`config.mk`:
```
export PLATFORM = sky130hd
export DESIGN_NAME = spi_rx_flat
export DESIGN_NICKNAME = d
export VERILOG_FILES = /design/src/rtl/spi_rx_if.sv /design/src/rtl/spi_rx.sv /design/src/flat_wrapper.sv
export SDC_FILE = /design/constraint.sdc
export NUM_CORES = 1
export LEC_CHECK = 0
export BUFFER_PORTS_ARGS = -buffer_cell sky130_fd_sc_hd__buf_4
export CORE_ASPECT_RATIO = 0.5
export CORE_MARGIN = 2
export CORE_UTILIZATION = 60
export CTS_CLUSTER_DIAMETER = 80
export DETAILED_ROUTE_END_ITERATION = 8
export MAX_ROUTING_LAYER = met4
export PLACE_DENSITY_LB_ADDON = 0.25
export SETUP_SLACK_MARGIN = 0.4
export SLEW_MARGIN = 20
export SYNTH_ARGS = -nofsm -noshare
export SYNTH_HDL_FRONTEND = slang
export SYNTH_SLANG_ARGS = --single-unit
export TNS_END_PERCENT = 100
```
`constraint.sdc`:
```
create_clock -name clk -period 2.6 [get_ports clk]
set_clock_uncertainty 0.15 [all_clocks]
set_input_delay 0.13 -clock clk [delete_from_list [all_inputs] [get_ports clk]]
set_output_delay 0.13 -clock clk [all_outputs]
set_load 0.005 [all_outputs]
```
`src/rtl/spi_rx_if.sv`:
```
// Word-stream and status bundle between spi_rx and its fabric consumer.
interface spi_rx_if #(
    parameter int unsigned WIDTH = 8
);
    logic [WIDTH-1:0] rx_data;
    logic             rx_valid;
    logic             rx_ready;
    logic [2:0]       rx_level;
    logic             rx_overrun;
    logic             frame_err;
    logic             ss_active;

    modport master (
        output rx_data, rx_valid, rx_level, rx_overrun, frame_err, ss_active,
        input  rx_ready
    );

    modport slave (
        input  rx_data, rx_valid, rx_level, rx_overrun, frame_err, ss_active,
        output rx_ready
    );
endinterface

```
`src/rtl/spi_rx.sv`:
```
// Oversampling SPI receiver: MSB-first words from SCK/SS/MOSI into a ready/valid buffer.
// Define SPI_RX_FIFO_EN for a 4-entry FIFO; otherwise a single holding register is used.
module spi_rx #(
    parameter int unsigned WIDTH       = 8,
    parameter int unsigned SYNC_STAGES = 2,
    parameter bit          SAMPLE_RISE = 1'b0
) (
    input  logic     clk,
    input  logic     rst,
    input  logic     spi_sck,
    input  logic     spi_ss_n,
    input  logic     spi_mosi,
    spi_rx_if.master rx
);
    localparam int unsigned CNT_W = (WIDTH > 1) ? $clog2(WIDTH) : 1;

    typedef enum logic [1:0] {
        ST_DISARMED = 2'd0,
        ST_IDLE     = 2'd1,
        ST_ACTIVE   = 2'd2
    } state_t;

    logic [SYNC_STAGES-1:0] sck_sync_q, ss_sync_q, mosi_sync_q;
    logic                   sck_hist_q, ss_hist_q, mosi_dly_q;
    logic                   sck_s, ss_s;
    logic                   sample_c, ss_fall_c, ss_rise_c;

    state_t                 state_q, state_d;
    logic                   active_c;

    logic [CNT_W-1:0]       bit_cnt_q;
    logic [WIDTH-1:0]       shift_q, shift_nxt_c;
    logic                   push_q;
    logic [WIDTH-1:0]       push_word_q;
    logic                   frame_err_q;

    logic [WIDTH-1:0]       rx_data_q, head_d;
    logic                   rx_valid_q;
    logic [2:0]             level_q, level_d;
    logic                   overrun_q;
    logic                   pop_c, accept_c;

    // Input synchronizers plus one history flop; MOSI delayed to line up with SCK history
    always_ff @(posedge clk) begin
        if (rst) begin
            sck_sync_q  <= '0;
            ss_sync_q   <= '0;
            mosi_sync_q <= '0;
            sck_hist_q  <= 1'b0;
            ss_hist_q   <= 1'b0;
            mosi_dly_q  <= 1'b0;
        end else begin
            sck_sync_q  <= SYNC_STAGES'({sck_sync_q, spi_sck});
            ss_sync_q   <= SYNC_STAGES'({ss_sync_q, spi_ss_n});
            mosi_sync_q <= SYNC_STAGES'({mosi_sync_q, spi_mosi});
            sck_hist_q  <= sck_sync_q[SYNC_STAGES-1];
            ss_hist_q   <= ss_sync_q[SYNC_STAGES-1];
            mosi_dly_q  <= mosi_sync_q[SYNC_STAGES-1];
        end
    end

    assign sck_s     = sck_sync_q[SYNC_STAGES-1];
    assign ss_s      = ss_sync_q[SYNC_STAGES-1];
    assign sample_c  = SAMPLE_RISE ? (sck_s & ~sck_hist_q) : (~sck_s & sck_hist_q);
    assign ss_fall_c = ~ss_s & ss_hist_q;
    assign ss_rise_c = ss_s & ~ss_hist_q;

    always_ff @(posedge clk) begin
        if (rst) state_q <= ST_DISARMED;
        else     state_q <= state_d;
    end

    // Stay disarmed until SS is seen high, so a reset inside a frame never starts mid-word
    always_comb begin
        state_d = state_q;
        case (state_q)
            ST_DISARMED: if (ss_s)      state_d = ST_IDLE;
            ST_IDLE:     if (ss_fall_c) state_d = ST_ACTIVE;
            ST_ACTIVE:   if (ss_rise_c) state_d = ST_IDLE;
            default:                    state_d = ST_DISARMED;
        endcase
    end

    always_comb begin
        active_c = 1'b0;
        if (state_q == ST_ACTIVE) active_c = 1'b1;
    end

    assign shift_nxt_c = WIDTH'({shift_q, mosi_dly_q});

    always_ff @(posedge clk) begin
        if (rst) begin
            bit_cnt_q   <= '0;
            shift_q     <= '0;
            push_q      <= 1'b0;
            push_word_q <= '0;
            frame_err_q <= 1'b0;
        end else begin
            push_q      <= 1'b0;
            frame_err_q <= 1'b0;
            if ((state_q == ST_IDLE) && ss_fall_c) begin
                bit_cnt_q <= '0;
                shift_q   <= '0;
            end else if (state_q == ST_ACTIVE) begin
                if (ss_rise_c) begin
                    bit_cnt_q   <= '0;
                    frame_err_q <= (bit_cnt_q != '0);
                end else if (sample_c) begin
                    shift_q <= shift_nxt_c;
                    if (bit_cnt_q == CNT_W'(WIDTH - 1)) begin
                        bit_cnt_q   <= '0;
                        push_q      <= 1'b1;
                        push_word_q <= shift_nxt_c;
                    end else begin
                        bit_cnt_q <= bit_cnt_q + CNT_W'(1);
                    end
                end
            end
        end
    end

    assign pop_c = rx_valid_q & rx.rx_ready;

`ifdef SPI_RX_FIFO_EN
    logic [WIDTH-1:0] mem_q [4];
    logic [1:0]       wr_ptr_q, rd_ptr_q, rd_next_c;

    // Head is re-registered each cycle; a write into an empty slot becomes the head directly
    always_comb begin
        rd_next_c = rd_ptr_q + 2'(pop_c);
        accept_c  = push_q & ((level_q != 3'd4) | pop_c);
        level_d   = level_q + 3'(accept_c) - 3'(pop_c);
        head_d    = mem_q[rd_next_c];
        if (accept_c && (wr_ptr_q == rd_next_c)) head_d = push_word_q;
    end

    always_ff @(posedge clk) begin
        if (rst) begin
            wr_ptr_q <= '0;
            rd_ptr_q <= '0;
        end else begin
            if (accept_c) wr_ptr_q <= wr_ptr_q + 2'd1;
            rd_ptr_q <= rd_next_c;
        end
    end

    always_ff @(posedge clk) begin
        if (accept_c) mem_q[wr_ptr_q] <= push_word_q;
    end
`else
    always_comb begin
        accept_c = push_q & (~rx_valid_q | pop_c);
        head_d   = rx_data_q;
        if (accept_c) head_d = push_word_q;
        level_d  = {2'b00, accept_c | (rx_valid_q & ~pop_c)};
    end
`endif

    always_ff @(posedge clk) begin
        if (rst) begin
            rx_data_q  <= '0;
            rx_valid_q <= 1'b0;
            level_q    <= '0;
            overrun_q  <= 1'b0;
        end else begin
            rx_data_q  <= head_d;
            rx_valid_q <= (level_d != 3'd0);
            level_q    <= level_d;
            if (push_q && !accept_c) overrun_q <= 1'b1;
        end
    end

    assign rx.rx_data    = rx_data_q;
    assign rx.rx_valid   = rx_valid_q;
    assign rx.rx_level   = level_q;
    assign rx.rx_overrun = overrun_q;
    assign rx.frame_err  = frame_err_q;
    assign rx.ss_active  = active_c;
endmodule
```
`src/flat_wrapper.sv`:
```
// flat-port wrapper written by rule: the top's interface ports become plain ports
module spi_rx_flat 
#(
    parameter int unsigned WIDTH       = 8,
    parameter int unsigned SYNC_STAGES = 2,
    parameter bit          SAMPLE_RISE = 1'b0
)
  (clk, rst, spi_sck, spi_ss_n, spi_mosi, rx_rx_data, rx_rx_valid, rx_rx_level, rx_rx_overrun, rx_frame_err, rx_ss_active, rx_rx_ready);
  spi_rx_if #(.WIDTH(WIDTH)) rx_i ();
  input  logic clk;
  input  logic rst;
  input  logic spi_sck;
  input  logic spi_ss_n;
  input  logic spi_mosi;
  output wire logic [$bits(rx_i.rx_data)-1:0] rx_rx_data;
  output wire logic [$bits(rx_i.rx_valid)-1:0] rx_rx_valid;
  output wire logic [$bits(rx_i.rx_level)-1:0] rx_rx_level;
  output wire logic [$bits(rx_i.rx_overrun)-1:0] rx_rx_overrun;
  output wire logic [$bits(rx_i.frame_err)-1:0] rx_frame_err;
  output wire logic [$bits(rx_i.ss_active)-1:0] rx_ss_active;
  input wire logic [$bits(rx_i.rx_ready)-1:0] rx_rx_ready;
  assign rx_rx_data = rx_i.rx_data;
  assign rx_rx_valid = rx_i.rx_valid;
  assign rx_rx_level = rx_i.rx_level;
  assign rx_rx_overrun = rx_i.rx_overrun;
  assign rx_frame_err = rx_i.frame_err;
  assign rx_ss_active = rx_i.ss_active;
  assign rx_i.rx_ready = rx_rx_ready;
  spi_rx #(.WIDTH(WIDTH), .SYNC_STAGES(SYNC_STAGES), .SAMPLE_RISE(SAMPLE_RISE)) u_core (.clk(clk), .rst(rst), .spi_sck(spi_sck), .spi_ss_n(spi_ss_n), .spi_mosi(spi_mosi), .rx(rx_i));
endmodule
```
==> results of run 1 <==
[synthesized netlist by cell type, types with 2 or more instances]
master / count
nor2b_1: 12
inv_1: 5
ha_1: 3
and3b_1: 2
clkbuf_1: 5
o22ai_1: 3
nand3b_1: 9
dfxtp_1: 41
buf_4: 3
o21ai_0: 8
nand3_1: 8
a21oi_1: 16
mux2i_1: 12
o31ai_1: 3
nand2b_1: 19
nand4_1: 3
nor3_4: 2
buf_6: 2
nand2_1: 2
[worst paths after layout]
path	startpoint	to
setup / recovery	u_core.bit_cnt_q[0]$_SDFFE_PP0P_	u_core.push_word_q[2]$_SDFFE_PP0P_
hold / removal	rst	u_core.rx.rx_overrun$_SDFFE_PP0P_
setup reg to reg	u_core.bit_cnt_q[0]$_SDFFE_PP0P_	u_core.push_word_q[2]$_SDFFE_PP0P_
hold reg to reg	u_core.sck_sync_q[0]$_SDFF_PP0_	u_core.sck_sync_q[1]$_SDFF_PP0_
[sequential cells by signal (all words and copies together), names as in the netlist]
name	flops
u_core.bit_cnt_q	3
u_core.push_q	1
u_core.ss_hist_q	1
u_core.push_word_q	8
u_core.rx.rx_valid	1
u_core.shift_q	7
u_core.sck_hist_q	1
u_core.mosi_dly_q	1
u_core.sck_sync_q	2
u_core.rx.frame_err	1
u_core.ss_sync_q	2
u_core.rx.rx_overrun	1
u_core.rx.rx_data	8
u_core.state_q	2
u_core.mosi_sync_q	2
[placed cells by master, fill, tap and decap left out]
master         count
a21oi_1           16
inv_1              5
nand2_1            2
dlygate4sd3_1      3
clkbuf_8           5
ha_1               3
clkinv_2           1
o21bai_1           1
or3_4              1
buf_4             18
nand3_1            8
nand2b_4           1
and3b_1            2
nor3_1             1
nand4bb_1          1
o31ai_1            3
nand4_1            3
nand3b_1           9
nor2b_1           12
mux2i_1           12
o22ai_1            3
nand2b_1          19
dfxtp_1           41
a2111oi_0          1
conb_1             2
nor3_4             2
o21ai_0            8
nor2_1             1
[worst register-to-register path, delay by kind of cell, from the launching register on]
family	cells	cell delay, ns
DFF	1	0.38
and+or+nand+nor	2	0.57
muxes	1	0.23
adders and majority gates	2	0.35
[area by class of cell]
type	instances	area share [%]
Clock buffer	5	3.64
Clock inverter	1	0.265
Inverter	5	0.993
Multi-Input combinational cell	111	40.5
Sequential cell	41	43.4
Tap cell	37	2.45
Timing Repair Buffer	21	8.74
[power by group]
| group | total (mW) | switching, mW | internal, mW |
|---|---|---|---|
| sequential | 0.638 | 0.00388 | 0.634 |
| clock | 0.378 | 0.201 | 0.177 |
| combinational | 0.0383 | 0.0182 | 0.0201 |
| total | 1.05 | 0.223 | 0.831 |
[per-stage QoR]
step,hold slack [ns],instances,worst slack [ns]
after CTS,0.0819,221,0.857
after global placement,0.191,212,0.929
after floorplan,0.108,169,1.07
after global routing,0.118,221,0.755
final,0.0989,221,0.861
after detailed placement,0.197,212,0.883
[metal layers]
| layer | part of all wire, % | GRT usage [%] | wire, microns |
|---|---|---|---|
| met5 | 0 | - | 0 |
| met1 | 52 | 22.3 | 1500 |
| met4 | 0 | 3.95 | 0 |
| met3 | 4.1 | 7.11 | 118 |
| met2 | 44 | 32.1 | 1270 |
[kinds of logic after synthesis]
| group | Yosys count | share of synthesized area (%) |
|---|---|---|
| and+or+nand+nor | 62 | 25.3 |
| muxes | 12 | 7.18 |
| DFF | 41 | 49.0 |
| AOI/OAI and AO/OA | 32 | 10.6 |
| other | 1 | 0.224 |
| adders and majority gates | 3 | 2.24 |
| buffers and inverters | 17 | 5.46 |
[repair_timing]
| item | CTS | global route |
|---|---|---|
| hold buffers | 3 | 0 |
| hold endpoints to repair | 3 | 0 |
| setup endpoints to repair | 0 | 0 |
==> flow_summary_export.csv, run 1 <==
group,metric,value,unit
run_status,status,"completed",
global_route,grt_pass1_wl,4350,microns
sta,worst_pin_slew,0.734,ns
clocking,clock_sinks,41,
route,routed_via_density,5.48,
sta,rsz0062_at_grt,"no",
power_and_ir_drop,p_leak,0.682,nW
floorplanning,die_h,41.4,microns
finish,fill_cells,201,
power_and_ir_drop,p_total,1.05,mW
power_and_ir_drop,p_per_area,558,nW/um^2
finish,layout-drive-gt1-share,15.2,%
worst_setup_path,cp_max_fo,6,
floorplanning,core_region_area,2620,sq um
flow_run,maxCapViolCount,0,
global_route,antenna_found_initial,0,
worst_setup_path,critPathKind,"flip-flop to flip-flop",
synth,synth_cells,168,
synth,avgSynthCellArea,9.96,sq um
route,wl_per_cell,13.0,microns
floorplanning,pin_count,21,
placed_design,dp_hpwl,1950,microns
floorplanning,fp.dieW,78.7,microns
floorplanning,fp.dieArea,3250,sq um
worst_setup_path,ff2ff_setup_slack,0.86,ns
floorplanning,start_util,63.9,%
clocking,cts_max_path_buffers,2,
power_and_ir_drop,ir_worst_vdd,0.000406,V
route,wl,2880,microns
sta,slew_violations,0,
clocking,numCtsBuffers,5,
worst_setup_path,cpLargestDelayFamily,"simple AND/OR/NAND/NOR gates",
global_route,grt_pass1_vias,977,
synth,synth_top_area_share,49.0,%
synth,synth_flop_cell,"dfxtp_1",
worst_setup_path,setup.worst_path.end_class,"flip-flop",
worst_setup_path,crit_path_start_kind,"flip-flop",
route,postRouteAntennaNets,0,
synth,synth.distinct_cells,29,
placed_design,io_buffers,18,
finish,multi_input_area,766,sq um
clocking,cts_resized,0,
worst_setup_path,crit_top_cell,"ha_1",
worst_setup_path,arrival,1.80,ns
worst_setup_path,r2r.worst_path.cells,5,
synth,async_flop_share,0,%
worst_setup_path,cp.required,2.66,ns
worst_setup_path,crit_buf_inv,0,
global_route,grt_max_degree,46,
clocking,htree_levels,2,
worst_setup_path,timing.critical_path.slowest_cell_delay,0.38,ns
clocking,cts_root_buf,"clkbuf_8",
sta,fmaxAchievable,575,MHz
finish,fin_nets,194,
synth,synthTopCellsByArea,"dfxtp_1 49%, mux2i_1 7.2%, nand2b_1 7.1%, a21oi_1 4.8%, nor2b_1 4.5%",
placed_design,gp_congestion,0.828,
sta,setup_viol,0,
clocking,post_cts_buffers,0,
hold_path,hp-class,"input port to flip-flop",
synth,synth-seq-area-share,49.0,%
sta,layout_min_cycle_time,1.74,ns
finish,utilization,72.2,%
route,drt-initial-drc-count,51,
clocking,cts_tree,"yes",
synth,synth_edf_count,0,
global_route,overflow,0,
worst_setup_path,cp.depth,5,
clocking,clock_latency,0.28,ns
sta,hold_violations,0,
synth,synth.largest_area_cell,"dfxtp_1",
route,num_vias,1211,
sta,setup_tns,0,ns
route,first_pass_iters,4,
synth,yosysWarnings,0,
clocking,path_clk_slew,0.07,ns
hold_path,hold_depth,2,
sta,fin_crit_sh,66.9,%
worst_setup_path,path_cells,"ha_1, ha_1, nand3b_1, nor3_4, mux2i_1",
synth,ys_ff_latch,41,
finish,final_area,1890,sq um
global_route,track_usage,18.8,%
worst_setup_path,slowest_stage,"dfxtp_1",
finish,syn2layout_area_growth,12.9,%
route,drc_errors,0,
synth,synthesis.area,1670,sq um
sta,slew_headroom,51.0,%
finish,final-seq-area,821,sq um
placed_design,dpl_cell_area,1790,sq um
finish,antenna_cells,0,
floorplanning,rows,13,
(Power assumes the default switching activity.)
==> inputs of run 2 (changes only) <==
--- a/config.mk
+++ b/config.mk
@@ -8,7 +8,7 @@
 export BUFFER_PORTS_ARGS = -buffer_cell sky130_fd_sc_hd__buf_4
 export CORE_ASPECT_RATIO = 0.5
 export CORE_MARGIN = 2
-export CORE_UTILIZATION = 60
+export CORE_UTILIZATION = 50
 export CTS_CLUSTER_DIAMETER = 80
 export DETAILED_ROUTE_END_ITERATION = 8
 export MAX_ROUTING_LAYER = met4
==> constraint.sdc (replaced) <==
create_clock -name clk -period 1.56 [get_ports clk]
set_clock_uncertainty 0.15 [all_clocks]
set_input_delay 0.078 -clock clk [delete_from_list [all_inputs] [get_ports clk]]
set_output_delay 0.078 -clock clk [all_outputs]
set_load 0.005 [all_outputs]
==> run 2 against run 1 <==
Compared with the run above:
- fmax grew 10%
- the flow now finishes with violations (design-rule violations, negative setup slack)
- sequential power is 66% higher
- worst hold slack worse by 0.047 ns
- critical path type unchanged
==> flow_summary_export.csv, run 2 (synthesized netlist as in run 1, its figures left out) <==
group,metric,value,unit
sta,holdWs,0.0522,ns
floorplanning,rows,14,
power_and_ir_drop,p_leak,0.843,nW
sta,slew_violations,0,
sta,rsz0062_at_grt,"yes",
finish,fill_cells,191,
floorplanning,pin_count,21,
floorplanning,die_h,44.9,microns
power_and_ir_drop,p_total,2.18,mW
worst_setup_path,crit_path_start_kind,"flip-flop",
hold_path,hp-class,"input port to flip-flop",
run_status,violations,"design-rule violations, negative setup slack",
worst_setup_path,cp_max_fo,3,
finish,final_common_cell,"dfxtp_1",
placed_design,dpl_cell_area,1870,sq um
worst_setup_path,setup.worst_path.end_class,"flip-flop",
placed_design,dp_cells,219,
floorplanning,fp.dieArea,3860,sq um
power_and_ir_drop,power.switching,435,uW
global_route,antenna_found_initial,0,
route,num_vias,1338,
route,postRouteAntennaNets,0,
finish,layout-drive-gt1-share,39.2,%
sta,setup_viol,1,
sta,fmaxAchievable,633,MHz
power_and_ir_drop,ir_worst_vdd,0.000582,V
power_and_ir_drop,p_int,1.74,mW
global_route,grt_pass1_wl,5590,microns
route,wl,3590,microns
power_and_ir_drop,switching_share,20.0,%
worst_setup_path,arrival,1.60,ns
clocking,htree_levels,2,
sta,layout_min_cycle_time,1.58,ns
clocking,numCtsBuffers,5,
clocking,cts_max_path_buffers,2,
finish,final_cell_mix,"32 x dfxtp_1, 29 x buf_4, 15 x nand2b_1, 13 x a21oi_1, 12 x mux2i_1",
clocking,cts_root_buf,"clkbuf_8",
power_and_ir_drop,p_per_area,936,nW/um^2
global_route,grt_max_degree,46,
power_and_ir_drop,power_frac_clock,47.2,%
worst_setup_path,cp.required,1.58,ns
run_status,status,"finished with violations",
finish,syn2layout_area_growth,39.0,%
route,drc_errors,3,
finish,fin_nets,212,
placed_design,io_buffers,18,
placed_design,dp_hpwl,1890,microns
finish,antenna_cells,0,
sta,layout_setup_ws,-0.0203,ns
global_route,track_usage,19.8,%
clocking,path_clk_slew,0.08,ns
sta,fin_crit_sh,101,%
global_route,grt_pass1_vias,1230,
route,wl_per_cell,14.7,microns
floorplanning,core_region_area,3100,sq um
power_and_ir_drop,p_comb_share,4.1,%
power_and_ir_drop,share_seq_of_total_power,48.8,%
route,drt-initial-drc-count,95,
flow_run,maxCapViolCount,0,
route,first_pass_iters,7,
global_route,overflow,0,
finish,final_area,2330,sq um
floorplanning,fp.dieW,85.8,microns
placed_design,gp_congestion,0.766,
clocking,clock_sinks,41,
sta,hold_violations,0,
finish,instances_no_fill,244,
floorplanning,start_util,54.0,%
clocking,cts_tree,"yes",
clocking,clock_latency,0.30,ns
worst_setup_path,critPathKind,"flip-flop to flip-flop",
route,routed_via_density,5.48,
placed_design,detailedPlace.worstSlack,-0.0199,ns
[run 2: cell count changes in the layout (fill, tap and decap cells not counted), sizes merged]
cell     before  now
buf          18   35
bufinv        0    2
clkinv        1    0
inv           5    6
nand4bb       1    2
[run 2: what timing repair did]
item,4_1_cts,5_1_grt
gates cloned,1,1
endpoints found under the hold margin,3,0
endpoints found under the setup margin,22,31
pin swaps,4,8
hold buffers,3,0
buffers inserted,10,2
gates resized for setup,16,31
[run 2: worst paths after layout]
kind                                    start                                 end  slack [ns]  cells past startpoint
max          u_core.bit_cnt_q[0]$_SDFFE_PP0P_  u_core.push_word_q[0]$_SDFFE_PP0P_       -0.02                      6
min reg2reg    u_core.ss_sync_q[0]$_SDFF_PP0_      u_core.ss_sync_q[1]$_SDFF_PP0_        0.29                      1
max reg2reg  u_core.bit_cnt_q[0]$_SDFFE_PP0P_  u_core.push_word_q[0]$_SDFFE_PP0P_       -0.02                      6
min                                       rst   u_core.rx.rx_overrun$_SDFFE_PP0P_        0.05                      2
[run 2: layout make-up]
cell class                      count  area (sq um)  share of cell area (%)
Multi-Input combinational cell    112           950                    40.8
Sequential cell                    41           842                    36.2
Timing Repair Buffer               38           327                    14.0
Clock buffer                        5          68.8                    2.96
Clock inverter                      3          68.8                    2.96
Tap cell                           40          50.0                    2.15
Inverter                            5          21.3                   0.914
[run 2: critical path: stages, from the launching register on]
cell	delay, ns
dfxtp_4	0.37
ha_4	0.14
ha_4	0.13
nand3b_1	0.15
buf_4	0.19
o31ai_1	0.23
a21oi_1	0.11
[run 2: layer usage]
metal	share of wire [%]	track usage, %	vias to the layer above
met5	0	-	-
met4	2.2	4.76	0
met3	6.4	6.58	11
met2	46	32.2	47
met1	45	24.4	625
li1	-	-	655
[run 2: power by group through the flow]
stage               combinational [mW]  clock, mW  sequential [mW]
floorplan                       0.0499          0             1.09
global placement                0.0591          0             1.09
detailed placement              0.0595          0             1.09
CTS                             0.0781       1.05             1.06
global route                    0.0953       1.10             1.06
finish                          0.0887       1.03             1.06
[run 2: through the flow]
| stage | util (%) | setup TNS, ns |
|---|---|---|
| 6_report | 75.1 | -0.0203 |
| 2_1_floorplan | - | 0 |
| 5_1_grt | 75.1 | -0.257 |
| 3_5_place_dp | 60.4 | -0.0522 |
| 3_3_place_gp | 60.4 | 0 |
| 4_1_cts | 71.3 | 0 |
==> inputs of run 3 (changes only) <==
--- a/config.mk
+++ b/config.mk
@@ -5,6 +5,7 @@
 export SDC_FILE = /design/constraint.sdc
 export NUM_CORES = 1
 export LEC_CHECK = 0
+export ABC_AREA = 1
 export BUFFER_PORTS_ARGS = -buffer_cell sky130_fd_sc_hd__buf_4
 export CORE_ASPECT_RATIO = 0.5
 export CORE_MARGIN = 2
==> run 3 against run 2 <==
Compared with the run above:
- the flow finishes with violations (negative hold slack)
- clock power is 14% lower
- design area is 8.8% lower
- core utilization is 5.4 points lower
- synthesized cell count is 16% higher
- final cell count is 10% higher
- critical endpoint is now u_core.bit_cnt_q[0]$_SDFFE_PP0P_
==> flow_summary_export.csv, run 3 <==
group,metric,value,unit
synth,synth_flop_cell,"dfxtp_1",
synth,synth_compound_area_share,9.99,%
synth,synth_edf_count,0,
finish,fill_cells,257,
worst_setup_path,crit_path_start_kind,"flip-flop",
floorplanning,pin_count,21,
power_and_ir_drop,p_total,2.03,mW
global_route,grt_pass1_wl,4760,microns
synth,synthMuxAreaShare,0,%
finish,final_area,2120,sq um
floorplanning,fp.dieArea,3760,sq um
sta,layout_setup_ws,0.234,ns
clocking,cts_tree,"yes",
synth,synth.distinct_cells,25,
synth,synth-seq-area-share,50.4,%
finish,syn2layout_area_growth,30.4,%
worst_setup_path,r2r.worst_path.cells,6,
synth,synth_top_area_share,50.4,%
power_and_ir_drop,power.switching,417,uW
sta,hold_violations,10,
finish,antenna_cells,0,
synth,synthesis.area,1630,sq um
route,wl_per_cell,10.9,microns
synth,synth.largest_area_cell,"dfxtp_1",
placed_design,io_buffers,18,
global_route,track_usage,17.0,%
clocking,cts_max_path_buffers,2,
worst_setup_path,timing.critical_path.slowest_cell_delay,0.37,ns
synth,synth_top_family_by_area,"simple AND/OR/NAND/NOR gates",
clocking,clock_sinks,41,
floorplanning,start_util,53.4,%
floorplanning,fp.dieW,84.7,microns
route,postRouteAntennaNets,0,
sta,setup_viol,0,
clocking,path_clk_slew,0.08,ns
finish,fin_nets,237,
synth,synthTopCellsByArea,"dfxtp_1 50%, nor2_1 9.5%, nand2_1 6.0%, inv_1 4.4%, a21oi_2 4.3%",
synth,synth_fa_ha_area_share,2.31,%
clocking,numCtsBuffers,5,
finish,layout-drive-gt1-share,39.3,%
synth,synth_cells,195,
finish,final_common_cell,"nor2_1",
synth,async_flop_share,0,%
floorplanning,core_region_area,3050,sq um
global_route,antenna_found_initial,0,
route,routed_via_density,4.65,
placed_design,dp_hpwl,1900,microns
sta,layout_min_cycle_time,1.33,ns
route,first_pass_iters,3,
run_status,violations,"negative hold slack",
global_route,grt_pass1_vias,1132,
clocking,htree_levels,2,
power_and_ir_drop,share_seq_of_total_power,52.5,%
power_and_ir_drop,p_per_area,954,nW/um^2
sta,slew_violations,0,
synth,avgSynthCellArea,8.35,sq um
worst_setup_path,cp_max_fo,6,
sta,holdWs,-0.0174,ns
worst_setup_path,setup.worst_path.end_class,"flip-flop",
route,wl,2930,microns
synth,synth_common_cells,"41 x dfxtp_1, 41 x nor2_1, 26 x nand2_1",
synth,synth_xor_area_share,0,%
route,drc_errors,0,
placed_design,detailedPlace.worstSlack,0.207,ns
sta,fin_crit_sh,85.0,%
clocking,cts_root_buf,"clkbuf_8",
synth,yosys.area_share.simple,28.7,%
synth,yosysWarnings,0,
clocking,clock_latency,0.29,ns
floorplanning,rows,14,
power_and_ir_drop,p_comb_share,3.9,%
run_status,status,"finished with violations",
sta,fmaxAchievable,754,MHz
power_and_ir_drop,p_int,1.61,mW
route,num_vias,1250,
power_and_ir_drop,switching_share,20.6,%
hold_path,hold_depth,4,
floorplanning,die_h,44.3,microns
worst_setup_path,cp.required,1.63,ns
placed_design,gp_congestion,0.771,
sta,rsz0062_at_grt,"yes",
power_and_ir_drop,p_leak,0.904,nW
power_and_ir_drop,power_frac_clock,43.6,%
worst_setup_path,arrival,1.40,ns
worst_setup_path,path_cells,"nor2_8, nand2_4, nor2_4, buf_4, nand3_2, a21oi_2",
placed_design,dpl_cell_area,1840,sq um
global_route,grt_max_degree,24,
hold_path,hp-class,"input port to flip-flop",
sta,setup_tns,0,ns
global_route,overflow,0,
flow_run,maxCapViolCount,0,
worst_setup_path,critPathKind,"flip-flop to flip-flop",
synth,ys_ff_latch,41,
power_and_ir_drop,ir_worst_vdd,0.000753,V
route,drt-initial-drc-count,59,
worst_setup_path,slowest_stage,"dfxtp_4",
finish,final_cell_mix,"38 x nor2_1, 34 x dfxtp_1, 26 x buf_4, 22 x nand2_1, 15 x inv_1",
-- run 3: changes by cell type after synthesis, sizes merged, moves of 5 or more --
cell	previous run	this run
a21oi	16	11
nand2	2	37
mux2i	12	0
nand2b	20	0
nand3	8	13
nor2	1	45
inv	5	23
nor2b	12	0
nand3b	9	0
-- run 3: layout make-up --
cell class | count | area, sq um | area share, %
Sequential cell | 41 | 832 | 39.2
Clock inverter | 2 | 36.3 | 1.71
Inverter | 23 | 88.8 | 4.18
Clock buffer | 6 | 82.6 | 3.89
Timing Repair Buffer | 31 | 246 | 11.6
Tap cell | 40 | 50.0 | 2.36
Multi-Input combinational cell | 126 | 787 | 37.1
-- run 3: cell families (layout without fill, tap and decap cells) --
logic type	Yosys count	count (layout)
buffers and inverters	30	62
and+or+nand+nor	96	97
AOI/OAI and AO/OA	24	24
DFF	41	41
adders and majority gates	3	3
other	1	2
-- run 3: path summary, 6_finish.rpt --
path / from / end / slack (ns)
setup / recovery: u_core.state_q[0]$_SDFFE_PP0P_ / u_core.bit_cnt_q[0]$_SDFFE_PP0P_ / 0.23
hold / removal: rst / u_core.bit_cnt_q[1]$_SDFFE_PP0P_ / -0.02
setup reg to reg: u_core.state_q[0]$_SDFFE_PP0P_ / u_core.bit_cnt_q[0]$_SDFFE_PP0P_ / 0.23
hold reg to reg: u_core.ss_sync_q[0]$_SDFF_PP0_ / u_core.ss_sync_q[1]$_SDFF_PP0_ / 0.24
-- run 3: worst max-delay path, delay by kind of cell, from the launching register on --
kind,cells,cell delay [ns]
AOI/OAI and AO/OA,1,0.11
buffers and inverters,1,0.15
DFF,1,0.37
and+or+nand+nor,4,0.47
-- run 3: per-layer routing --
layer	routed length [microns]	GRT usage (%)
met1	1410	19.3
met2	1370	28.7
met3	132	6.72
met4	16	4.76
met5	0	-
-- run 3: power by group through the flow --
stage	logic, mW	clock network, mW	registers [mW]
floorplan	0.0486	0	1.09
CTS	0.0729	0.909	1.06
global placement	0.0629	0	1.09
finish	0.0781	0.884	1.06
global route	0.0877	0.946	1.07
detailed placement	0.0647	0	1.09
-- run 3: per-stage QoR --
stage          utilization [%]  instances
3_5_place_dp              60.2        249
3_3_place_gp              60.2        249
6_report                  69.7        269
2_1_floorplan                -        196
5_1_grt                   69.7        269
4_1_cts                   67.2        265
-- run 3: repair_timing --
action / in CTS / in global routing
hold buffers: 3 / 1
resized for setup: 9 / 11
setup endpoints to repair: 28 / 29
buffers inserted: 5 / 2
pin swaps: 4 / 8
hold endpoints to repair: 12 / 12
cloned: 0 / 1
